$ cat config.mk
export PLATFORM = sky130hd
export DESIGN_NAME = gripper_sequencer
export DESIGN_NICKNAME = d
export VERILOG_FILES = /design/src/rtl/gripper_sequencer.sv
export SDC_FILE = /design/constraint.sdc
export NUM_CORES = 1
export LEC_CHECK = 0
export ABC_AREA = 1
export CORE_MARGIN = 4
export CORE_UTILIZATION = 40
export DETAILED_ROUTE_END_ITERATION = 8
export GPL_ROUTABILITY_DRIVEN = 0
export PLACE_DENSITY_LB_ADDON = 0.12
export SYNTH_ARGS = -nofsm -noshare
export SYNTH_HDL_FRONTEND = slang
export SYNTH_SLANG_ARGS = --single-unit
$ cat constraint.sdc
create_clock -name CLK -period 2.8 [get_ports CLK]
set_input_delay 0.42 -clock CLK [delete_from_list [all_inputs] [get_ports CLK]]
set_output_delay 0.42 -clock CLK [all_outputs]
set_load 0.005 [all_outputs]
$ cat src/rtl/gripper_sequencer.sv
// Soft-gripper grasp sequencer: inflate, settle in band, hold, vent.
// Supervises the pump block and PID loop with a timeout fault path.
module gripper_sequencer #(
  parameter logic signed [15:0] SP_MAX        = 16'sd1000,
  parameter logic        [15:0] TOL           = 16'd20,
  parameter int unsigned        SETTLE_TICKS  = 200,
  parameter int unsigned        TIMEOUT_TICKS = 5000,
  parameter int unsigned        VENT_TICKS    = 1000
) (
  input  logic               CLK,
  input  logic               RESET,
  input  logic               tick,
  input  logic               grasp_req,
  input  logic               release_req,
  input  logic               abort,
  input  logic               fault_clr,
  input  logic signed [15:0] setpoint,
  input  logic signed [15:0] pressure,
  output logic               pump_start,
  output logic               pid_enable,
  output logic signed [15:0] pid_setpoint,
  output logic               busy,
  output logic               holding,
  output logic               fault,
  output logic [2:0]         state
);

  typedef enum logic [2:0] {
    S_IDLE    = 3'd0,
    S_INFLATE = 3'd1,
    S_SETTLE  = 3'd2,
    S_HOLD    = 3'd3,
    S_VENT    = 3'd4,
    S_FAULT   = 3'd5
  } state_t;

  state_t             r_state;
  logic [31:0]        r_settle;
  logic [31:0]        r_to;
  logic [31:0]        r_vent;
  logic signed [15:0] r_sp;
  logic               r_pump;
  logic               r_pid;
  logic               r_busy;
  logic               r_hold;
  logic               r_fault;

  state_t             w_nxt;
  logic [31:0]        w_settle_nxt;
  logic [31:0]        w_to_nxt;
  logic [31:0]        w_vent_nxt;
  logic signed [15:0] w_sp_nxt;
  logic signed [15:0] w_sp_clamp;
  logic signed [16:0] w_err;
  logic [16:0]        w_abs;
  logic               w_inband;
  logic [31:0]        w_to_inc;
  logic [31:0]        w_settle_inc;
  logic [31:0]        w_vent_inc;
  logic               w_stop;

  always_comb begin
    w_sp_clamp = setpoint;
    if (setpoint < 16'sd0)
      w_sp_clamp = 16'sd0;
    else if (setpoint > SP_MAX)
      w_sp_clamp = SP_MAX;
  end

  // Widen by one bit so the error never overflows.
  assign w_err    = {pressure[15], pressure} - {r_sp[15], r_sp};
  assign w_abs    = w_err[16] ? (~w_err + 17'd1) : w_err;
  assign w_inband = (w_abs <= {1'b0, TOL});
  assign w_stop   = abort | release_req;

  assign w_to_inc     = (r_to >= TIMEOUT_TICKS) ? r_to : r_to + 32'd1;
  assign w_settle_inc = (r_settle >= SETTLE_TICKS) ?
                        r_settle : r_settle + 32'd1;
  assign w_vent_inc   = (r_vent >= VENT_TICKS) ? r_vent : r_vent + 32'd1;

  always_comb begin
    w_nxt        = r_state;
    w_settle_nxt = r_settle;
    w_to_nxt     = r_to;
    w_vent_nxt   = r_vent;
    w_sp_nxt     = r_sp;
    case (r_state)
      S_IDLE: if (grasp_req) begin
        w_nxt        = S_INFLATE;
        w_sp_nxt     = w_sp_clamp;
        w_to_nxt     = '0;
        w_settle_nxt = '0;
      end
      S_INFLATE, S_SETTLE: begin
        if (w_stop) begin
          w_nxt      = S_VENT;
          w_vent_nxt = '0;
        end else if (tick) begin
          w_to_nxt = w_to_inc;
          if (w_to_inc >= TIMEOUT_TICKS) begin
            w_nxt = S_FAULT;
          end else if (!w_inband) begin
            w_nxt        = S_INFLATE;
            w_settle_nxt = '0;
          end else if (r_state == S_INFLATE) begin
            w_nxt        = S_SETTLE;
            w_settle_nxt = '0;
          end else begin
            w_settle_nxt = w_settle_inc;
            if (w_settle_inc >= SETTLE_TICKS)
              w_nxt = S_HOLD;
          end
        end
      end
      S_HOLD: if (w_stop) begin
        w_nxt      = S_VENT;
        w_vent_nxt = '0;
      end
      S_VENT: if (tick) begin
        w_vent_nxt = w_vent_inc;
        if (w_vent_inc >= VENT_TICKS)
          w_nxt = S_IDLE;
      end
      S_FAULT: if (fault_clr) begin
        w_nxt      = S_VENT;
        w_vent_nxt = '0;
      end
      default: w_nxt = S_IDLE;
    endcase
  end

  always_ff @(posedge CLK) begin
    if (RESET) begin
      r_state  <= S_IDLE;
      r_settle <= '0;
      r_to     <= '0;
      r_vent   <= '0;
      r_sp     <= '0;
      r_pump   <= 1'b0;
      r_pid    <= 1'b0;
      r_busy   <= 1'b0;
      r_hold   <= 1'b0;
      r_fault  <= 1'b0;
    end else begin
      r_state  <= w_nxt;
      r_settle <= w_settle_nxt;
      r_to     <= w_to_nxt;
      r_vent   <= w_vent_nxt;
      r_sp     <= w_sp_nxt;
      r_pump   <= (w_nxt == S_INFLATE) || (w_nxt == S_SETTLE) ||
                  (w_nxt == S_HOLD);
      r_pid    <= (w_nxt == S_INFLATE) || (w_nxt == S_SETTLE) ||
                  (w_nxt == S_HOLD);
      r_busy   <= (w_nxt != S_IDLE);
      r_hold   <= (w_nxt == S_HOLD);
      r_fault  <= (w_nxt == S_FAULT);
    end
  end

  assign pump_start   = r_pump;
  assign pid_enable   = r_pid;
  assign pid_setpoint = r_sp;
  assign busy         = r_busy;
  assign holding      = r_hold;
  assign fault        = r_fault;
  assign state        = r_state;

endmodule
==> reports/metrics.cfg, run 1 <==
[sta]
clock.fmax_mhz=327
final_max_slew_viol_count=0
post-route-min-period_ns=3.06
slew_headroom_pct=26.2
grt_setup_unrepaired=yes
worst_pin_slew_ns=1.09
final-hold-violation-count=0
fin_ws_ns=-0.256
setup_viol=39
fin_skew_ns=0.00949
finalSetupTns_ns=-7.85
layout_worst_path_cycle_share_pct=109

[critical_path]
cp.required_ns=3.11
end_kind=flip-flop
critPathKind=flip-flop to flip-flop
cp_max_fo=4
startpoint_type=flip-flop
reg2reg_slack_ns=-0.26
arrival_ns=3.37

[global_routing]
grt_pass1_vias=6709
grt.overflow.total=0
grt_first_pass_wirelength_mm=31.6
grt_max_degree=63
grt_antenna_before_repair=0
gr-usage-all-layers_pct=19.0

[clock_tree]
clock_latency_ns=0.42
cts_tree=built
cts_sinks=118
cts_buffers=17
cts-root-buf=clkbuf_16
clkTransAtPathRegs_ns=0.06
htreeDepth=4
cts_hold_buffers=0
cts_buffer_depth=2

[placement]
dpl.cell_count=1416
port_buffers=61
dp_slack_ns=-0.896
dpl.hpwl_mm=13.6

[synth]
ys_warn_count=0
netlist.area_leader.share_pct=32.6
yosysSeqAreaShare_pct=32.6
synth_cell_types=49
synth_top_area_cell=dfxtp_1
syn_area_mm2=0.00725
synth_nets=1134
synth_cells=1073
synth-seq-cells=118
synth_area_leaders=dfxtp_1 33%, nand2_1 13%, inv_1 9.2%
avgSynthCellArea_um2=6.75

[die]
die_w_um=143
dieArea_mm2=0.0203
ios=63
die_h_um=143
num_rows=48
fp.coreArea_mm2=0.0175
initial_core_util_pct=41.3

[routing]
vias=6983
drtPass1Iterations=5
wl_per_cell_um=12.7
drc=0
drtAntennaViolNets=0
drt_wl_total_mm=18.6
viasPerCell=4.75
drt_iter0_drc=324

[finish]
finalNetCount=1293
layout-drive-gt1-share_pct=23.1
fin_cells=1470
diodes=0
syn2layout_area_growth_pct=36.5
final_util_pct=56.4

[flow_run]
cap_violations=0

[run_status]
violations=negative setup slack
run_status=finished, violations left

[min_path]
min_path_type=flip-flop to flip-flop

[pwr]
p_leak_nw=4.31
finalPower_mw=6.86
peakVddDrop_mv=0.456
power_density_mw_per_mm2=694

-- worst max-delay path, stage by stage, from the launching register on --
cell and delay [ns]:
dfxtp_2 0.35, ha_4 0.14, inv_4 0.03, fa_2 0.36
nand2_2 0.11, nand2_4 0.08, nand3_2 0.09, nand2_2 0.07
nand2_1 0.07, nand2_2 0.08, buf_4 0.14, nand3_1 0.08
nor2_1 0.05, nand3_2 0.08, buf_4 0.11, o21bai_1 0.06
nor2_1 0.09, nand2_1 0.09, nor2_4 0.19, buf_6 0.12
nand4_1 0.09, a21oi_2 0.24, nand3_2 0.11, nand2_1 0.06
nand2_1 0.05
-- final timing paths --
kind | from | end | cells past startpoint
min reg2reg | r_to[29] | r_to[29] | 2
max | pid_setpoint[0] | busy | 24
min | r_to[29] | r_to[29] | 2
max reg2reg | pid_setpoint[0] | busy | 24
-- registers in the layout, summed over array words and instances, names as in the netlist --
signal	count
r_settle	32
r_to	32
r_vent	32
pid_setpoint	15
state	3
busy	1
fault	1
holding	1
pid_enable	1
-- where the power goes --
| group | switching (mW) | internal, mW | total, mW |
|---|---|---|---|
| Combinational | 1.59 | 1.07 | 2.66 |
| Clock | 0.789 | 1.51 | 2.30 |
| Sequential | 0.0979 | 1.80 | 1.90 |
-- synth_stat cells (all sizes together) --
cell	n
nand2	261
inv	186
nor2	123
dfxtp	118
nand3	69
a21oi	61
a211oi	56
o21ai	43
nor3	32
clkbuf	21
ha	21
xor2	19
nand4	15
buf	13
nor4	9
nand3b	3
o21bai	3
xnor2	3
clkinv	2
o2111ai	2
a21o	1
a31oi	1
and2	1
and3	1
conb	1
fa	1
nor2b	1
o211a	1
o211ai	1
o21a	1
o22ai	1
o311ai	1
o31a	1
-- routing by layer --
layer | track usage (%) | wire length, um | vias to the layer above
met5 | 0 | 0 | -
met4 | 6.90 | 473 | 0
met3 | 3.60 | 469 | 34
met2 | 29.9 | 8420 | 71
met1 | 25.9 | 9250 | 3111
li1 | - | - | 3767
-- metrics by stage --
| stage | hold slack [ns] | area [um^2] |
|---|---|---|
| after global placement | 0.432 | 8690 |
| final | 0.443 | 9890 |
| after CTS | 0.447 | 9750 |
| after global routing | 0.461 | 9890 |
| after floorplan | 0.422 | 7280 |
| after detailed placement | 0.438 | 8690 |
-- final cells by class --
cell class	instances	area [um^2]
well taps	225	282
clock inverters	12	176
fillers	1668	7640
multi-input cells	733	4340
inverters	188	721
flip-flops and latches	118	2370
clock buffers	20	447
repair buffers	174	1570
-- kinds of logic after synthesis --
logic type               synth area share (%)
AND/OR/NAND/NOR                          32.0
buffers and inverters                    12.3
AO/OA/AOI/OAI                            16.4
flip-flops                               32.6
XOR/XNOR                                 2.76
adder cells (fa/ha/maj)                  3.90
other                                  0.0518
-- cells in the final DEF (no fill, tap or decap), types with 6 or more instances in the layout --
| cell type | netlist | layout |
|---|---|---|
| nand2_1 | 244 | 228 |
| inv_1 | 178 | 172 |
| dfxtp_1 | 118 | 114 |
| buf_4 | 4 | 105 |
| nor2_1 | 107 | 98 |
| a21oi_1 | 56 | 54 |
| clkdlybuf4s50_1 | 0 | 54 |
| nand3_1 | 60 | 53 |
| o21ai_0 | 35 | 35 |
| a211oi_1 | 32 | 32 |
| nand2_2 | 16 | 28 |
| nor3_1 | 29 | 27 |
| a211oi_2 | 24 | 24 |
| xor2_1 | 18 | 18 |
| clkbuf_16 | 0 | 17 |
| nor2_2 | 12 | 16 |
| nand4_1 | 15 | 15 |
| inv_2 | 8 | 12 |
| nand3_2 | 8 | 12 |
| ha_4 | 0 | 12 |
| nor4_1 | 9 | 9 |
| nor2_4 | 4 | 9 |
| ha_1 | 21 | 9 |
| o21ai_1 | 7 | 7 |
| a21oi_2 | 5 | 6 |
-- timing repair --
item,4_1_cts,5_1_grt
resized for setup,51,29
endpoints found under the hold margin,0,0
setup endpoints to repair,39,46
pin swaps,30,21
cloned,3,0
buffers inserted,15,4
(Power assumes the default switching activity.)
==> run 2, diff against run 1 <==
CTS_BUF_LIST = sky130_fd_sc_hd__clkbuf_2   (was unset)
clock period = 3.1 ns   (was 2.8 ns; I/O delays follow)
==> reports/metrics.cfg, run 2 (synthesized netlist as in run 1, its figures left out) <==
[run_status]
violations=negative setup slack
run_status=finished, violations left

[critical_path]
critPathSlowestCell=dfxtp_2
critPathKind=flip-flop to flip-flop
reg2regPathDepth=23  ; -4.2%
startpoint_type=flip-flop
slowest_delay_ns=0.41  ; +0.05 ns
cp.required_ns=3.72  ; +0.61 ns
arrival_ns=3.80  ; +0.43 ns
worstReg2RegStart=pid_setpoint[0]
r2r-end=r_settle[6]
end_kind=flip-flop
cp_max_fo=7  ; +3
reg2reg_slack_ns=-0.08  ; +0.18 ns
worstPathCellList=ha_4 -> inv_2 -> fa_2 -> nor2_4 -> nor2_4 -> inv_2 -> nand2_2 -> nor2_4 -> nand3_4 -> nor2_4 -> nand2_2 -> nor2_4 -> nor2_2 -> nand2_1 -> nand2_1 -> nor2_1 -> nand3_1 -> nor2_4 -> nand3_4 -> buf_12 -> nor2_2 -> o21ai_1 -> a21oi_1
cpMostUsedCell=nor2_4

[flow_run]
cap_violations=0  ; unchanged

[routing]
drt_iter0_drc=345  ; +6.5%
drtAntennaViolNets=0  ; unchanged
vias=6866  ; -1.7%
drc=0  ; unchanged
drt_wl_total_mm=18.3  ; -1.6%
drtPass1Iterations=5  ; unchanged
viasPerCell=4.78  ; +0.58%
wl_per_cell_um=12.7  ; +0.67%

[global_routing]
grt_antenna_before_repair=1  ; +1
grt_pass1_vias=6431  ; -4.1%
grt.overflow.total=0  ; unchanged
grt_max_degree=64  ; +1.6%
grt_first_pass_wirelength_mm=30.7  ; -2.9%
gr-usage-all-layers_pct=18.3  ; -0.69 points

[placement]
dpl.cell_count=1394  ; -1.6%
port_buffers=61  ; unchanged
dpl.hpwl_mm=13.4  ; -1.6%

[clock_tree]
cts_buffers=17  ; unchanged
clkTransAtPathRegs_ns=0.22  ; +0.16 ns
cts_tree=built
cts_sinks=118  ; unchanged
clock_latency_ns=0.69  ; +0.27 ns
htreeDepth=4  ; unchanged
cts_buffer_depth=2  ; unchanged
cts-root-buf=clkbuf_2
cts_hold_buffers=0  ; unchanged

[finish]
finalNetCount=1258  ; -2.7%
layout_commonest_cell=nand2_1
reg_top3=r_settle (32), r_to (32), r_vent (32)
syn2layout_area_growth_pct=25.2
layout-drive-gt1-share_pct=19.0  ; -4.1 points
fin_cells=1437  ; -2.2%
final_util_pct=51.7  ; -4.7 points
mostFrequentLayoutCells=231 x nand2_1, 177 x inv_1, 111 x dfxtp_1

[die]
num_rows=48  ; unchanged
die_w_um=143  ; unchanged
die_h_um=143  ; unchanged
initial_core_util_pct=41.3  ; unchanged
fp.coreArea_mm2=0.0175  ; unchanged
ios=63  ; unchanged
dieArea_mm2=0.0203  ; unchanged

[sta]
slew_headroom_pct=31.3  ; +5.1 points
fin_ws_ns=-0.0781  ; +0.178 ns
post-route-min-period_ns=3.18  ; +0.122 ns
layout_worst_path_cycle_share_pct=103  ; -6.6 points
clock.fmax_mhz=315  ; -3.8%
final-hold-violation-count=0  ; unchanged
worst_pin_slew_ns=1.02  ; -0.0756 ns
fin_skew_ns=0.0306  ; +0.0212 ns
final_max_slew_viol_count=0  ; unchanged
grt_setup_unrepaired=yes
setup_viol=16  ; -59%

[pwr]
finalPower_mw=5.13  ; -25%
peakVddDrop_mv=0.377  ; -17%
p_leak_nw=3.95  ; -8.4%
power_density_mw_per_mm2=565  ; -18%

[min_path]
holdPathStages=2  ; unchanged
min_path_type=input pin to flip-flop
hold_path_end=r_vent[4]
worstHoldStart=RESET

## run 2: cell count changes in the layout (fill, tap and decap cells not counted), sizes merged, moves of 2 or more
| cell | change |
|---|---|
| clkdlybuf4s50 | +6 |
| inv | +3 |
| dlygate4sd2 | -5 |
| buf | -37 |
| diode | +2 |
## run 2: where the power goes
part	switching (mW)	internal, mW	leakage (nW)
registers	0.0962	1.63	0.957
logic	1.36	0.824	2.83
clock network	0.672	0.544	0.166
total	2.13	3.00	3.95
## run 2: worst max-delay path by stage
stage,startpoint,to,slack [ns],cells past startpoint
2_1_floorplan,pressure[0],busy,0.16,22
3_3_place_gp,pressure[0],busy,-0.70,25
3_5_place_dp,pressure[0],busy,-0.66,23
4_1_cts,pid_setpoint[0],busy,-0.007,23
5_1_grt,pid_setpoint[0],r_settle[3],-0.29,23
6_report,pid_setpoint[0],r_settle[6],-0.08,23
## run 2: area by class of cell
type | instances | area [um^2]
Antenna cell | 2 | 5.00
Fill cell | 1765 | 8470
Clock inverter | 14 | 198
Clock buffer | 18 | 90.1
Sequential cell | 118 | 2370
Timing Repair Buffer | 138 | 1260
Inverter | 188 | 708
Multi-Input combinational cell | 734 | 4150
Tap cell | 225 | 282
## run 2: per-layer routing
layer / track usage (%) / routed length, um / vias up / part of all wire (%)
met3: 3.83 / 542 / 12 / 3.0
met5: 0 / 0 / - / 0
li1: - / - / 3691 / -
met2: 29.4 / 8550 / 76 / 47
met4: 4.90 / 160 / 0 / 0.87
met1: 25.1 / 9060 / 3087 / 49
## run 2: what timing repair did
item                                    in CTS  in global routing
buffers inserted                             2                  4
endpoints found under the setup margin      32                 38
pin swaps                                    9                 43
resized for setup                           13                 35
gates cloned                                 0                  3
## run 2: per-stage QoR
stage	setup slack, ns	hold WS [ns]	instance area, um^2	setup TNS (ns)
2_1_floorplan	0.160	0.422	7250	0
3_3_place_gp	-0.698	0.433	8510	-22.64
3_5_place_dp	-0.659	0.437	8510	-21.45
4_1_cts	-0.00686	0.108	8850	-0.00686
5_1_grt	-0.291	0.108	9070	-7.45
6_report	-0.0781	0.188	9070	-0.534
## run 2: critical path: cells and delay by family, from the launching register on
family | cells | cell delay [ns]
simple gates | 16 | 1.66
fa+ha+maj | 2 | 0.51
flops | 1 | 0.41
buf+inv | 3 | 0.30
compound gates | 2 | 0.19
